## config.mk

```make
export PLATFORM = sky130hd
export DESIGN_NAME = alarm_annunciator
export DESIGN_NICKNAME = d
export VERILOG_FILES = /design/src/rtl/alarm_annunciator.sv
export SDC_FILE = /design/constraint.sdc
export NUM_CORES = 1
export LEC_CHECK = 0
export ABC_AREA = 0
export ABC_CLOCK_PERIOD_IN_PS = 3800
export CAP_MARGIN = 10
export CORE_ASPECT_RATIO = 0.75
export CORE_UTILIZATION = 40
export CTS_BUF_LIST = sky130_fd_sc_hd__clkbuf_2 sky130_fd_sc_hd__clkbuf_4 sky130_fd_sc_hd__clkbuf_8
export DETAILED_ROUTE_END_ITERATION = 10
export GPL_ROUTABILITY_DRIVEN = 0
export PLACE_DENSITY_LB_ADDON = 0.08
export REMOVE_ABC_BUFFERS = 1
export SLEW_MARGIN = 30
export SYNTH_ARGS = -nofsm -noshare
export SYNTH_HDL_FRONTEND = slang
export SYNTH_SLANG_ARGS = --single-unit
```

## constraint.sdc

```tcl
create_clock -name clk -period 3.8 [get_ports clk]
set_input_delay 0.57 -clock clk [delete_from_list [all_inputs] [get_ports clk]]
set_output_delay 0.57 -clock clk [all_outputs]
set_load 0.1 [all_outputs]
```

## src/rtl/alarm_annunciator.sv

```systemverilog
`default_nettype none
// ============================================================================
// Module      : alarm_annunciator
// Description : Latched, armable alarm with trigger debounce, entry delay,
//               cadenced siren, acknowledge path and saturating event count.
// Revision    : 1.0 - initial release
// ============================================================================
module alarm_annunciator #(
    parameter int DEBOUNCE_CYCLES = 4,
    parameter int ENTRY_DELAY     = 16,
    parameter int SIREN_HALF      = 8
) (
    input  logic       clk,
    input  logic       rst_n,
    input  logic       ena,
    input  logic       arm,
    input  logic       trigger,
    input  logic       ack,
    output logic       armed,
    output logic       pending,
    output logic       alarm_active,
    output logic       siren,
    output logic [7:0] event_count
);

    localparam int c_DEB_W = (DEBOUNCE_CYCLES > 1) ? $clog2(DEBOUNCE_CYCLES) : 1;
    localparam int c_DLY_W = (ENTRY_DELAY > 1) ? $clog2(ENTRY_DELAY) : 1;
    localparam int c_SIR_W = (SIREN_HALF > 1) ? $clog2(SIREN_HALF) : 1;

    localparam logic [c_DEB_W-1:0] c_DEB_LAST = c_DEB_W'(DEBOUNCE_CYCLES - 1);
    localparam logic [c_DLY_W-1:0] c_DLY_LOAD = c_DLY_W'(ENTRY_DELAY - 1);
    localparam logic [c_SIR_W-1:0] c_SIR_LOAD = c_SIR_W'(SIREN_HALF - 1);

    typedef enum logic [1:0] {
        ST_DISARMED = 2'd0,
        ST_ARMED    = 2'd1,
        ST_ENTRY    = 2'd2,
        ST_ALARM    = 2'd3
    } state_t;

    state_t               r_state;
    state_t               w_state_nxt;
    logic [c_DEB_W-1:0]   r_deb_cnt;
    logic [c_DEB_W-1:0]   w_deb_nxt;
    logic [c_DLY_W-1:0]   r_dly_cnt;
    logic [c_DLY_W-1:0]   w_dly_nxt;
    logic [c_SIR_W-1:0]   r_sir_cnt;
    logic [c_SIR_W-1:0]   w_sir_nxt;
    logic                 r_siren;
    logic                 w_siren_nxt;
    logic [7:0]           r_event_count;
    logic [7:0]           w_evt_nxt;

    always_ff @(posedge clk or negedge rst_n) begin
        if (!rst_n) begin
            r_state       <= ST_DISARMED;
            r_deb_cnt     <= '0;
            r_dly_cnt     <= '0;
            r_sir_cnt     <= '0;
            r_siren       <= 1'b0;
            r_event_count <= 8'd0;
        end else if (ena) begin
            r_state       <= w_state_nxt;
            r_deb_cnt     <= w_deb_nxt;
            r_dly_cnt     <= w_dly_nxt;
            r_sir_cnt     <= w_sir_nxt;
            r_siren       <= w_siren_nxt;
            r_event_count <= w_evt_nxt;
        end
    end

    always_comb begin
        w_state_nxt = r_state;
        w_deb_nxt   = r_deb_cnt;
        w_dly_nxt   = r_dly_cnt;
        w_sir_nxt   = r_sir_cnt;
        w_siren_nxt = r_siren;
        w_evt_nxt   = r_event_count;

        // Disarm overrides everything, including a same-cycle ENTRY->ALARM edge
        if (!arm) begin
            w_state_nxt = ST_DISARMED;
            w_deb_nxt   = '0;
            w_dly_nxt   = '0;
            w_siren_nxt = 1'b0;
        end else begin
            case (r_state)
                ST_DISARMED: begin
                    w_state_nxt = ST_ARMED;
                    w_deb_nxt   = '0;
                end
                ST_ARMED: begin
                    if (trigger) begin
                        if (r_deb_cnt == c_DEB_LAST) begin
                            w_state_nxt = ST_ENTRY;
                            w_dly_nxt   = c_DLY_LOAD;
                            w_deb_nxt   = '0;
                        end else begin
                            w_deb_nxt = r_deb_cnt + 1'b1;
                        end
                    end else begin
                        w_deb_nxt = '0;
                    end
                end
                ST_ENTRY: begin
                    if (r_dly_cnt == '0) begin
                        w_state_nxt = ST_ALARM;
                        w_sir_nxt   = c_SIR_LOAD;
                        w_siren_nxt = 1'b1;
                        if (r_event_count != 8'hFF) begin
                            w_evt_nxt = r_event_count + 8'd1;
                        end
                    end else begin
                        w_dly_nxt = r_dly_cnt - 1'b1;
                    end
                end
                ST_ALARM: begin
                    // A retained trigger must re-debounce from zero after ack
                    if (ack) begin
                        w_state_nxt = ST_ARMED;
                        w_deb_nxt   = '0;
                        w_siren_nxt = 1'b0;
                    end else if (r_sir_cnt == '0) begin
                        w_sir_nxt   = c_SIR_LOAD;
                        w_siren_nxt = ~r_siren;
                    end else begin
                        w_sir_nxt = r_sir_cnt - 1'b1;
                    end
                end
                default: begin
                    w_state_nxt = ST_DISARMED;
                end
            endcase
        end
    end

    assign armed        = (r_state != ST_DISARMED);
    assign pending      = (r_state == ST_ENTRY);
    assign alarm_active = (r_state == ST_ALARM);
    assign siren        = r_siren;
    assign event_count  = r_event_count;

endmodule
`default_nettype wire
```

==> impl_metrics.toml <==
[floorplan]
die_y_um = 51.3
dieArea_mm2 = 0.00348
coreArea_mm2 = 0.00302
initial_core_util_pct = 43.0
ios = 18
fp.dieW_um = 67.8
fp-row-count = 17

[drt]
route.detailed.drc = 0
wl_met2_um = 970
wire_per_inst_um = 12.6
wl_um = 2390
met1_length_um = 1310
wl_met3_um = 87
drtIter0Drc = 67
drt.antenna.violating_nets = 0
drt-vias-per-instance = 5.16
dr.pass1.iters = 4
top_layer = "met4"
vias = 975

[final_layout]
multi_input_area_um2 = 728
fillers = 285
nets = 171
final_cell_area_mm2 = 0.00154
drive_gt1_share_pct = 11.9
syn2layout_area_growth_pct = 18.7
fin_cells = 189
antenna_cells = 0
regArea_um2 = 500

[pwr]
p_switching_w = 0.000440
ir_worst_vdd_uv = 273
p_leak_nw = 0.730
power.total_w = 0.000940
pwr-share-comb_pct = 51.4
power.share.switching_pct = 46.8
powerDensity_mw_per_mm2 = 610
intPower_w = 0.000500
p_clk_share_pct = 14.3
power_frac_seq_pct = 34.3

[synthesis]
yosys_warnings = 0
syn_area_mm2 = 0.00130
synth_area_per_cell_um2 = 9.76
yosysTopAreaCell = "dfrtp_1"
ys_top_cells_by_area = "dfrtp_1 39%, ha_1 12%, mux2_2 5.2%"
ys_seq_elements = 20
synth_edf_count = 0
synth.distinct_cells = 36
yosysSeqAreaShare_pct = 38.6
ys.flop_type = "dfrtp_1"
synth.top_cell.area_share_pct = 38.6
synthArstFlopShare_pct = 100
netlist_instances = 133

[timing]
min_period_ns = 2.74
finClkSkew_ns = 0.00471
hold_viol_final = 0
drv_slew = 0
tns_ns = 0
tightest_slew_ns = 0.976
fin_hold_ws_ns = 0.266
fmax_mhz = 365
setup_viol = 0
fin_crit_sh_pct = 72.2
grt_setup_unrepaired = "no"
relSlewSlack_pct = 34.7

[critical_path]
r2r-start = "r_dly_cnt[0]$_DFFE_PN0P_"
cp-start-kind = "flop"
rr_worst_depth = 6
r2r-end = "event_count[1]$_DFFE_PN0P_"
crit_fanout = 5
critPathKind = "flop to output port"
cp-end-kind = "output port"
critical_path_arrival_ns = 2.17
cp.required_ns = 3.23
r2r_slack_ns = 1.89

[clocking]
cts_sinks = 20
root_buffer = "clkbuf_8"
cts_hold_buf = 0
cts_tree = "built"
post_cts_buffers = 0
clock_path_buffers = 2
cts.repair.resized = 0
numCtsBuffers = 3
htreeDepth = 1
clk_pin_slew_ns = 0.07
clk_latency_ns = 0.26

[status]
status = "finished clean"

[grt]
grt_start_max_net_pins = 21
grt_pass1_wl_um = 4160
grt_use_total_pct = 16.6
globalRouteOverflowTotal = 0
grt_pass1_vias = 911
antenna_found_initial = 0

[place]
port_buffers = 17
placed_cell_area_mm2 = 0.00150
post-dp-hpwl_um = 1830
placed_cells = 186

[worst_hold_path]
min_path_type = "primary input to async pin"

[flow_run]
cap_violations = 0
## worst max path at each step
stage / slack, ns / endpoint / cells after the start / start
floorplan: 1.41 / r_dly_cnt[1]$_DFFE_PN0P_ / 6 / r_state[0]$_DFFE_PN0P_
detailed placement: 1.27 / event_count[5]$_DFFE_PN0P_ / 5 / arm
CTS: 1.03 / armed / 4 / r_state[0]$_DFFE_PN0P_
finish: 1.06 / armed / 4 / r_state[0]$_DFFE_PN0P_
global route: 0.95 / armed / 4 / r_state[0]$_DFFE_PN0P_
global placement: 1.28 / event_count[5]$_DFFE_PN0P_ / 5 / arm
## layer usage
layer,vias to the layer above,global-route usage (%)
met1,451,23.8
li1,504,-
met2,16,23.6
met4,0,4.26
met3,4,5.36
met5,-,0
## cells in the mapped netlist (2+ instances only)
cell      number
nand3_1        3
nand2_1       15
nand2b_1       4
a21oi_1        9
o31ai_1        2
o21ai_0        6
nor2b_1        5
dfrtp_1       20
mux2_2         6
nor3b_1        2
mux2i_1        2
nand4_1        2
inv_1         16
a31oi_1        2
a41o_1         3
nor2_1         3
a22o_1         2
nor3_1         2
ha_1          12
## sequential cells by signal (all words and copies together) (netlist names)
name,count
siren,1
r_state,2
event_count,8
r_sir_cnt,3
r_deb_cnt,2
r_dly_cnt,4
## worst max-delay path, cell delays in order (launching register included)
cell and delay [ns]:
dfrtp_1 0.42, inv_1 0.11, ha_1 0.22, inv_1 0.05
clkdlybuf4s50_1 1.12
## layout make-up
| cell class | count | share of cell area, % |
|---|---|---|
| inverters | 16 | 3.90 |
| well taps | 38 | 3.09 |
| multi-input cells | 95 | 47.3 |
| repair buffers | 17 | 10.6 |
| flip-flops and latches | 20 | 32.5 |
| clock buffers | 3 | 2.68 |
## through the flow
| step | setup slack (ns) | utilization [%] |
|---|---|---|
| CTS | 1.03 | 51.2 |
| global placement | 1.28 | 49.8 |
| detailed placement | 1.27 | 49.8 |
| global route | 0.955 | 51.0 |
| finish | 1.06 | 51.0 |
| floorplan | 1.41 | - |
## cell families after synthesis
logic type                 share of synthesized area (%)
and+or+nand+nor                                     18.9
AOI/OAI and AO/OA                                   16.4
DFF                                                 38.6
buffers and inverters                               5.30
adders and majority gates                           11.6
muxes                                               7.91
xor gates and xnor gates                            1.35
## cell usage in the layout, fill, tap and decap left out, types with 3 or more instances in the layout
| master | synthesis | final |
|---|---|---|
| nor2b_1 | 5 | 5 |
| clkbuf_8 | 0 | 3 |
| o21ai_0 | 6 | 6 |
| nor2_1 | 3 | 3 |
| a41o_1 | 3 | 3 |
| a21oi_1 | 9 | 9 |
| dfrtp_1 | 20 | 20 |
| nand3_1 | 3 | 3 |
| nand2b_1 | 4 | 4 |
| clkdlybuf4s50_1 | 0 | 15 |
| mux2_2 | 6 | 6 |
| nand2_1 | 15 | 15 |
| inv_1 | 16 | 16 |
| ha_1 | 12 | 12 |
## power by group through the flow
| stage | registers (W) | clock network [W] | logic (W) |
|---|---|---|---|
| final | 0.000322 | 0.000134 | 0.000483 |
| after global routing | 0.000332 | 0.000151 | 0.000527 |
| after CTS | 0.000322 | 0.000141 | 0.000488 |
| after detailed placement | 0.000327 | 0 | 0.000486 |
| after global placement | 0.000325 | 0 | 0.000479 |
| after floorplan | 0.000383 | 0 | 0.000318 |
No activity file was read; power rests on OpenSTA's default activity.
